**src/rtl/ustream_acc_if.sv**
```systemverilog
// rtl/ustream_acc_if.sv - control, unary lane and result bundle for ustream_acc
interface ustream_acc_if #(
    parameter int BW = 10,
    parameter int N  = 1
);
    logic          start;
    logic          clear;
    logic [BW-1:0] win_len;
    logic [N-1:0]  in_bit;
    logic [BW-1:0] q [N];
    logic          out_valid;
    logic          busy;

    modport master (
        output start, clear, win_len, in_bit,
        input  q, out_valid, busy
    );

    modport slave (
        input  start, clear, win_len, in_bit,
        output q, out_valid, busy
    );
endinterface

```
**src/rtl/ustream_acc.sv**
```systemverilog
// rtl/ustream_acc.sv - windowed unary bitstream to binary count accumulator array
module ustream_acc #(
    parameter int BW     = 10,
    parameter int WIDTH  = 1,
    parameter int HEIGHT = 1
) (
    input  logic         clk,
    input  logic         rstn,
    ustream_acc_if.slave bus
);
    localparam int N = WIDTH * HEIGHT;

    localparam logic [1:0] S_IDLE = 2'd0;
    localparam logic [1:0] S_ACC  = 2'd1;
    localparam logic [1:0] S_DONE = 2'd2;

    logic [1:0]    state;
    logic [BW-1:0] rem;
    logic [BW-1:0] acc [N];
    logic [BW-1:0] q_r [N];
    logic          out_valid_r;

    // Window sequencer: launch, count down the window, then publish all lanes at once
    always_ff @(posedge clk or negedge rstn) begin
        if (!rstn) begin
            state       <= S_IDLE;
            rem         <= '0;
            out_valid_r <= 1'b0;
            for (int i = 0; i < N; i++) begin
                acc[i] <= '0;
                q_r[i] <= '0;
            end
        end else begin
            out_valid_r <= 1'b0;
            if (bus.clear) begin
                // Abort wins over launch and over the DONE transfer; q keeps the last good result
                state <= S_IDLE;
                rem   <= '0;
                for (int i = 0; i < N; i++) acc[i] <= '0;
            end else begin
                case (state)
                    S_IDLE: begin
                        if (bus.start) begin
                            rem <= bus.win_len;
                            for (int i = 0; i < N; i++) acc[i] <= '0;
                            state <= (bus.win_len == '0) ? S_DONE : S_ACC;
                        end
                    end
                    S_ACC: begin
                        // acc never exceeds win_len, so BW bits cannot wrap
                        for (int i = 0; i < N; i++) acc[i] <= acc[i] + BW'(bus.in_bit[i]);
                        rem <= rem - BW'(1);
                        if (rem == BW'(1)) state <= S_DONE;
                    end
                    S_DONE: begin
                        for (int i = 0; i < N; i++) q_r[i] <= acc[i];
                        out_valid_r <= 1'b1;
                        state       <= S_IDLE;
                    end
                    default: state <= S_IDLE;
                endcase
            end
        end
    end

    for (genvar g = 0; g < N; g++) begin : g_q
        assign bus.q[g] = q_r[g];
    end

    assign bus.out_valid = out_valid_r;
    assign bus.busy      = (state != S_IDLE);
endmodule

```
**src/flat_wrapper.sv**
```systemverilog
// flat-port wrapper written by rule: the top's interface ports become plain ports
module ustream_acc_flat 
#(
    parameter int BW     = 10,
    parameter int WIDTH  = 1,
    parameter int HEIGHT = 1
)
  (clk, rstn, bus_start, bus_clear, bus_win_len, bus_in_bit, bus_q, bus_out_valid, bus_busy);
  ustream_acc_if #(.BW(BW), .N((WIDTH * HEIGHT))) bus_i ();
  input  logic clk;
  input  logic rstn;
  input wire logic [$bits(bus_i.start)-1:0] bus_start;
  input wire logic [$bits(bus_i.clear)-1:0] bus_clear;
  input wire logic [$bits(bus_i.win_len)-1:0] bus_win_len;
  input wire logic [$bits(bus_i.in_bit)-1:0] bus_in_bit;
  output wire logic [$bits(bus_i.q)-1:0] bus_q;
  output wire logic [$bits(bus_i.out_valid)-1:0] bus_out_valid;
  output wire logic [$bits(bus_i.busy)-1:0] bus_busy;
  assign bus_i.start = bus_start;
  assign bus_i.clear = bus_clear;
  assign bus_i.win_len = bus_win_len;
  assign bus_i.in_bit = bus_in_bit;
  assign bus_q = {>>{bus_i.q}};
  assign bus_out_valid = bus_i.out_valid;
  assign bus_busy = bus_i.busy;
  ustream_acc #(.BW(BW), .WIDTH(WIDTH), .HEIGHT(HEIGHT)) u_core (.clk(clk), .rstn(rstn), .bus(bus_i));
endmodule
```
**config.mk**
```make
export PLATFORM = sky130hd
export DESIGN_NAME = ustream_acc_flat
export DESIGN_NICKNAME = d
export VERILOG_FILES = /design/src/rtl/ustream_acc_if.sv /design/src/rtl/ustream_acc.sv /design/src/flat_wrapper.sv
export SDC_FILE = /design/constraint.sdc
export NUM_CORES = 1
export LEC_CHECK = 0
export ABC_AREA = 0
export CAP_MARGIN = 0
export CORE_MARGIN = 10
export CORE_UTILIZATION = 50
export DETAILED_ROUTE_END_ITERATION = 16
export PLACE_DENSITY = 0.71
export SLEW_MARGIN = 10
export SYNTH_ARGS = -nofsm -noshare
export SYNTH_HDL_FRONTEND = slang
export SYNTH_SLANG_ARGS = --single-unit
```
**constraint.sdc**
```tcl
create_clock -name clk -period 2.14 [get_ports clk]
set_input_delay 0.214 -clock clk [delete_from_list [all_inputs] [get_ports clk]]
set_output_delay 0.214 -clock clk [all_outputs]
set_load 0.01 [all_outputs]
```
* After elaboration in Yosys (flattened, before gate mapping)
Cells that the tools add are included.
** Storage, ports and cells
- Flip-flop bits (word level) :: 33
- Output and inout port bits :: 12
- Logic and storage cells :: 33
** Operators by class
- Add/subtract/negate cells :: 2
- Equality and inequality tests :: 5
- Muxes and demuxes :: 13
- Bitwise gates (word level) :: 1
- Reduce and logical (&&, ||, !) cells :: 7
** Operator list (number)
- $mux W10 :: 4
- $pmux W10 S2 :: 2
- $add A10 B1 Y10 :: 1
- $eq A10 B1 Y1 const B :: 1
- $logic_not A10 Y1 :: 1
- $sub A10 B1 Y10 const B :: 1
- $mux W2 :: 4
- $reduce_and A2 Y1 :: 3
- $pmux W2 S2 :: 1
- $ne A3 B2 Y1 const B :: 1
- $ne A3 B3 Y1 const B :: 1
- $reduce_bool A3 Y1 :: 1
- $eq A2 B1 Y1 const B :: 1
- $eq A2 B2 Y1 const B :: 1
- $logic_not A2 Y1 :: 1
- $mux W1 :: 2
- $reduce_bool A2 Y1 :: 1
- $not A1 Y1 :: 1

* Longest topological paths before layout
- Depth in word-level cells :: 5
- Depth in mapped cells :: 7
- Depth with buffers taken out :: 6

* Least setup slack after synthesis
OpenSTA, ideal clock, no wires.
- Kind :: register to register
- Start point :: register u_core.rem[0]
- End point :: register u_core.rem[6]
- Data arrival time :: 1628 ps
- Data required time :: 2006 ps
- Path slack :: 378 ps
- Cell stages (with the launch flop) :: 8
- Buffers on the path :: 1
- Path through :: dfrtp_1 inv_1 ha_1 or3b_2 clkbuf_1 o31a_1 o21ai_0 o21ai_0
** On the way
- Cells in the longest elaborated chain, start to end :: 3
** Ends and longest elaborated chain
- from (decl) :: RTL line ustream_acc.sv:18 : logic [BW-1:0] rem;
- from (signal assigned) :: RTL line ustream_acc.sv:44 : rem <= bus.win_len;
- from (signal assigned) :: RTL line ustream_acc.sv:52 : rem <= rem - BW'(1);
- $sub A10 B1 Y10 :: RTL line ustream_acc.sv:52
- $pmux W10 S2 :: RTL line ustream_acc.sv:41 : case (state)
- $mux W10 :: RTL line ustream_acc.sv:35 : if (bus.clear) begin
Every way passes these cells.
A chain may end at the register's enable or synchronous reset.

* Worst setup path in the final report
Ends and elaborated chain as after synthesis.

==> impl_metrics.csv <==
group,metric,value,unit
critical_path,start_kind,"register",
cts,htree_levels,2,
grt,antenna_found_initial,0,
synthesis,synth_nets,191,
final_layout,finish.utilization,63.1,%
placed_design,gp_congestion,0.825,
grt,grt_max_degree,34,
sta,setup_viol,0,
sta,skew,0.0121,ns
cts,postCtsHoldBufs,0,
cts,cts_resized,0,
flow_run,max_cap_violations,0,
placed_design,port_buffers,26,
cts,cts_buffers,5,
routing,first_iter_violations,119,
routing,via_count,1474,
final_layout,multi_input_area,803,µm²
synthesis,synthArstFlopShare,100,%
routing,viasPerCell,6.02,
critical_path,path_delay_family,"simple AND/OR/NAND/NOR gates",
critical_path,worstPathMaxFanout,7,
die,core.rowCount,21,
die,core_area,3310,µm²
cts,clk-insertion-delay-late,0.34,ns
pwr,max-vdd-ir-drop,0.704,mV
critical_path,crit_buf_inv,1,
cts,post-cts-setup-buffers,0,
sta,fin_tns_setup,0,ns
grt,first_global_vias,1441,
pwr,swShare,37.5,%
pwr,seq_power_share,40.1,%
synthesis,synth_area,1700,µm²
grt,grt_pass1_wl,6.56,mm
grt,grt_usage,12.9,%
critical_path,critPathArrivalTime,2.09,ns
pwr,finalPower,2.22,mW
critical_path,critPathSlowestCell,"or3b_2",
synthesis,synthCells,172,
pwr,p_comb_share,37.8,%
die,die_h,78.3,µm
critical_path,rr_worst_depth,6,
synthesis,yosysTopAreaCellShare,48.6,%
synthesis,yosys.area.top_type,"dfrtp_1",
synthesis,yosysMostFrequentCell,"dfrtp_1",
critical_path,worstPathCellList,"inv_1, ha_1, or3b_2, o31a_1, o21ai_0, o21ai_0",
synthesis,ys_top_cells_by_area,"dfrtp_1 49%, mux2_2 6.6%, o21ai_0 6.2%",
sta,worst_pin_slew,0.577,ns
run_status,status,"completed",
routing,wl_per_cell,15.8,µm
placed_design,hpwlAfterDp,2.84,mm
sta,hold_viol_final,0,
critical_path,cp-end-kind,"register",
synthesis,yosys.area_share.simple,17.2,%
routing,antenna_left,0,
final_layout,antenna_cells,0,
synthesis,avgSynthCellArea,9.87,µm²
die,die_w,78.3,µm
synthesis,ys.flop_type,"dfrtp_1",
pwr,p_clk_share,22.2,%
pwr,p_switching,833,µW
cts,clkSlewWorstSetupHoldPaths,0.11,ns
sta,period_minus_slack,1.86,ns
synthesis,synth_compound_area_share,19.4,%
final_layout,area_delta_synth_final,23.0,%
synthesis,ys_seq_elements,33,
synthesis,synth_top_family_by_area,"compound AO/OA/AOI/OAI gates",
final_layout,drive_above_1_share,12.6,%
worst_hold_path,min_path_type,"in2async",
critical_path,r2r-end,"u_core.rem[6]$_DFFE_PN0P_",
cts,cts_sinks,33,
synthesis,synth_fa_ha_area_share,2.95,%
final_layout,fillers,295,
pwr,internal-power,1.39,mW
placed_design,place_ws,0.183,ns
final_layout,seqCellArea,826,µm²
routing,drt-pass1-iter-count,4,
sta,slew_viol_final,0,
cts,cts-root-buf,"clkbuf_4",
pwr,power_leakage,0.904,nW
routing,drc,0,
synthesis,synth_xor_area_share,0.516,%
grt,grt-ovfl-total,0,
cts,cts_tree,"yes",
critical_path,cp.required,2.37,ns
sta,fin_ws,0.279,ns
pwr,p_per_area,1060,nW/µm²
synthesis,seq_area_frac_synth,48.6,%
synthesis,synth.distinct_cells,39,
sta,grt_setup_unrepaired,"no",
sta,timing.fmax,0.537,GHz
synthesis,synth_common_cells,"33 x dfrtp_1, 21 x o21ai_0, 11 x a21oi_1",
final_layout,nNetsFinal,217,
critical_path,critPathMaxStageDelay,0.53,ns
die,start_util,51.3,%
synthesis,yosysWarningCount,0,
synthesis,synthMuxAreaShare,7.22,%
die,ioPinCount,27,
critical_path,reg2reg_from,"u_core.rem[0]$_DFFE_PN0P_",
sta,slew_headroom,61.5,%
sta,whs,0.258,ns
synthesis,synth-edff-count,0,
critical_path,crit_top_cell,"o21ai_0",
critical_path,rrSetupSlack,0.28,ns
die,dieArea,6130,µm²
cts,clockBufferDepth,2,
sta,finalCritPeriodShare,87.0,%
critical_path,worstSetupPathType,"reg2reg",
routing,routed_wl,3.88,mm
-- routing by layer --
metal  GRT usage (%)  wire [µm]  part of all wire (%)
met5               0          0                     0
met3            5.35        298                   7.7
met1            15.3       1710                    44
met4            4.84         59                   1.5
met2            20.6       1810                    47
-- cells in the final DEF, fill, tap and decap left out, drive strengths merged, types with 3 or more instances in the layout --
cell type	Yosys	routed
a21oi	11	11
a31oi	5	5
buf	6	5
clkbuf	6	7
clkdlybuf4s50	0	26
dfrtp	33	33
ha	4	4
inv	5	5
mux2	10	10
nand2	9	9
nand3	4	4
nor2	8	8
nor3	5	5
nor3b	3	3
nor4	6	6
o21ai	21	21
o31a	3	3
or3	3	3
or4	5	5
-- cell families (layout without fill, tap and decap cells) --
| family | Yosys count | in the layout |
|---|---|---|
| and+or+nand+nor | 52 | 52 |
| muxes | 11 | 11 |
| AOI/OAI and AO/OA | 54 | 54 |
| buffers and inverters | 17 | 44 |
| DFF | 33 | 33 |
| xor gates and xnor gates | 1 | 1 |
| adders and majority gates | 4 | 4 |
-- final cells by class --
type	instances	area share (%)
clock buffer	7	2.64
clock inverter	1	1.44
inverter	5	0.899
multi-input combinational	122	38.5
sequential	33	39.5
tap	46	2.76
timing repair buffer	31	14.3
-- metrics by stage --
step / area (µm²) / cells
final: 2090 / 245
after floorplan: 1700 / 172
after global placement: 2000 / 237
after global routing: 2090 / 245
after detailed placement: 2000 / 237
after CTS: 2090 / 245
-- worst max-delay path by stage --
stage | slack, ns | cells past startpoint | start | endpoint
floorplan | 0.38 | 7 | u_core.rem[0]$_DFFE_PN0P_ | u_core.rem[6]$_DFFE_PN0P_
global placement | 0.22 | 7 | bus_in_bit | u_core.acc[8]$_DFFE_PN0P_
detailed placement | 0.18 | 7 | bus_in_bit | u_core.acc[8]$_DFFE_PN0P_
CTS | 0.27 | 6 | u_core.rem[1]$_DFFE_PN0P_ | u_core.rem[6]$_DFFE_PN0P_
global route | 0.17 | 6 | u_core.rem[1]$_DFFE_PN0P_ | u_core.rem[6]$_DFFE_PN0P_
finish | 0.28 | 6 | u_core.rem[0]$_DFFE_PN0P_ | u_core.rem[6]$_DFFE_PN0P_
-- power by group through the flow --
stage	Sequential (mW)	Combinational, mW	Clock [mW]
final	0.891	0.840	0.493
after global routing	0.910	0.933	0.534
after CTS	0.885	0.837	0.500
after detailed placement	0.896	0.831	0
after global placement	0.887	0.805	0
after floorplan	0.859	0.616	0
-- registers in the layout (all words and copies together), names as in the netlist --
signal	cells
u_core.acc	10
u_core.bus.q	10
u_core.rem	10
u_core.state	2
u_core.bus.out_valid	1
Note: power is estimated with default switching activity, not from simulation.
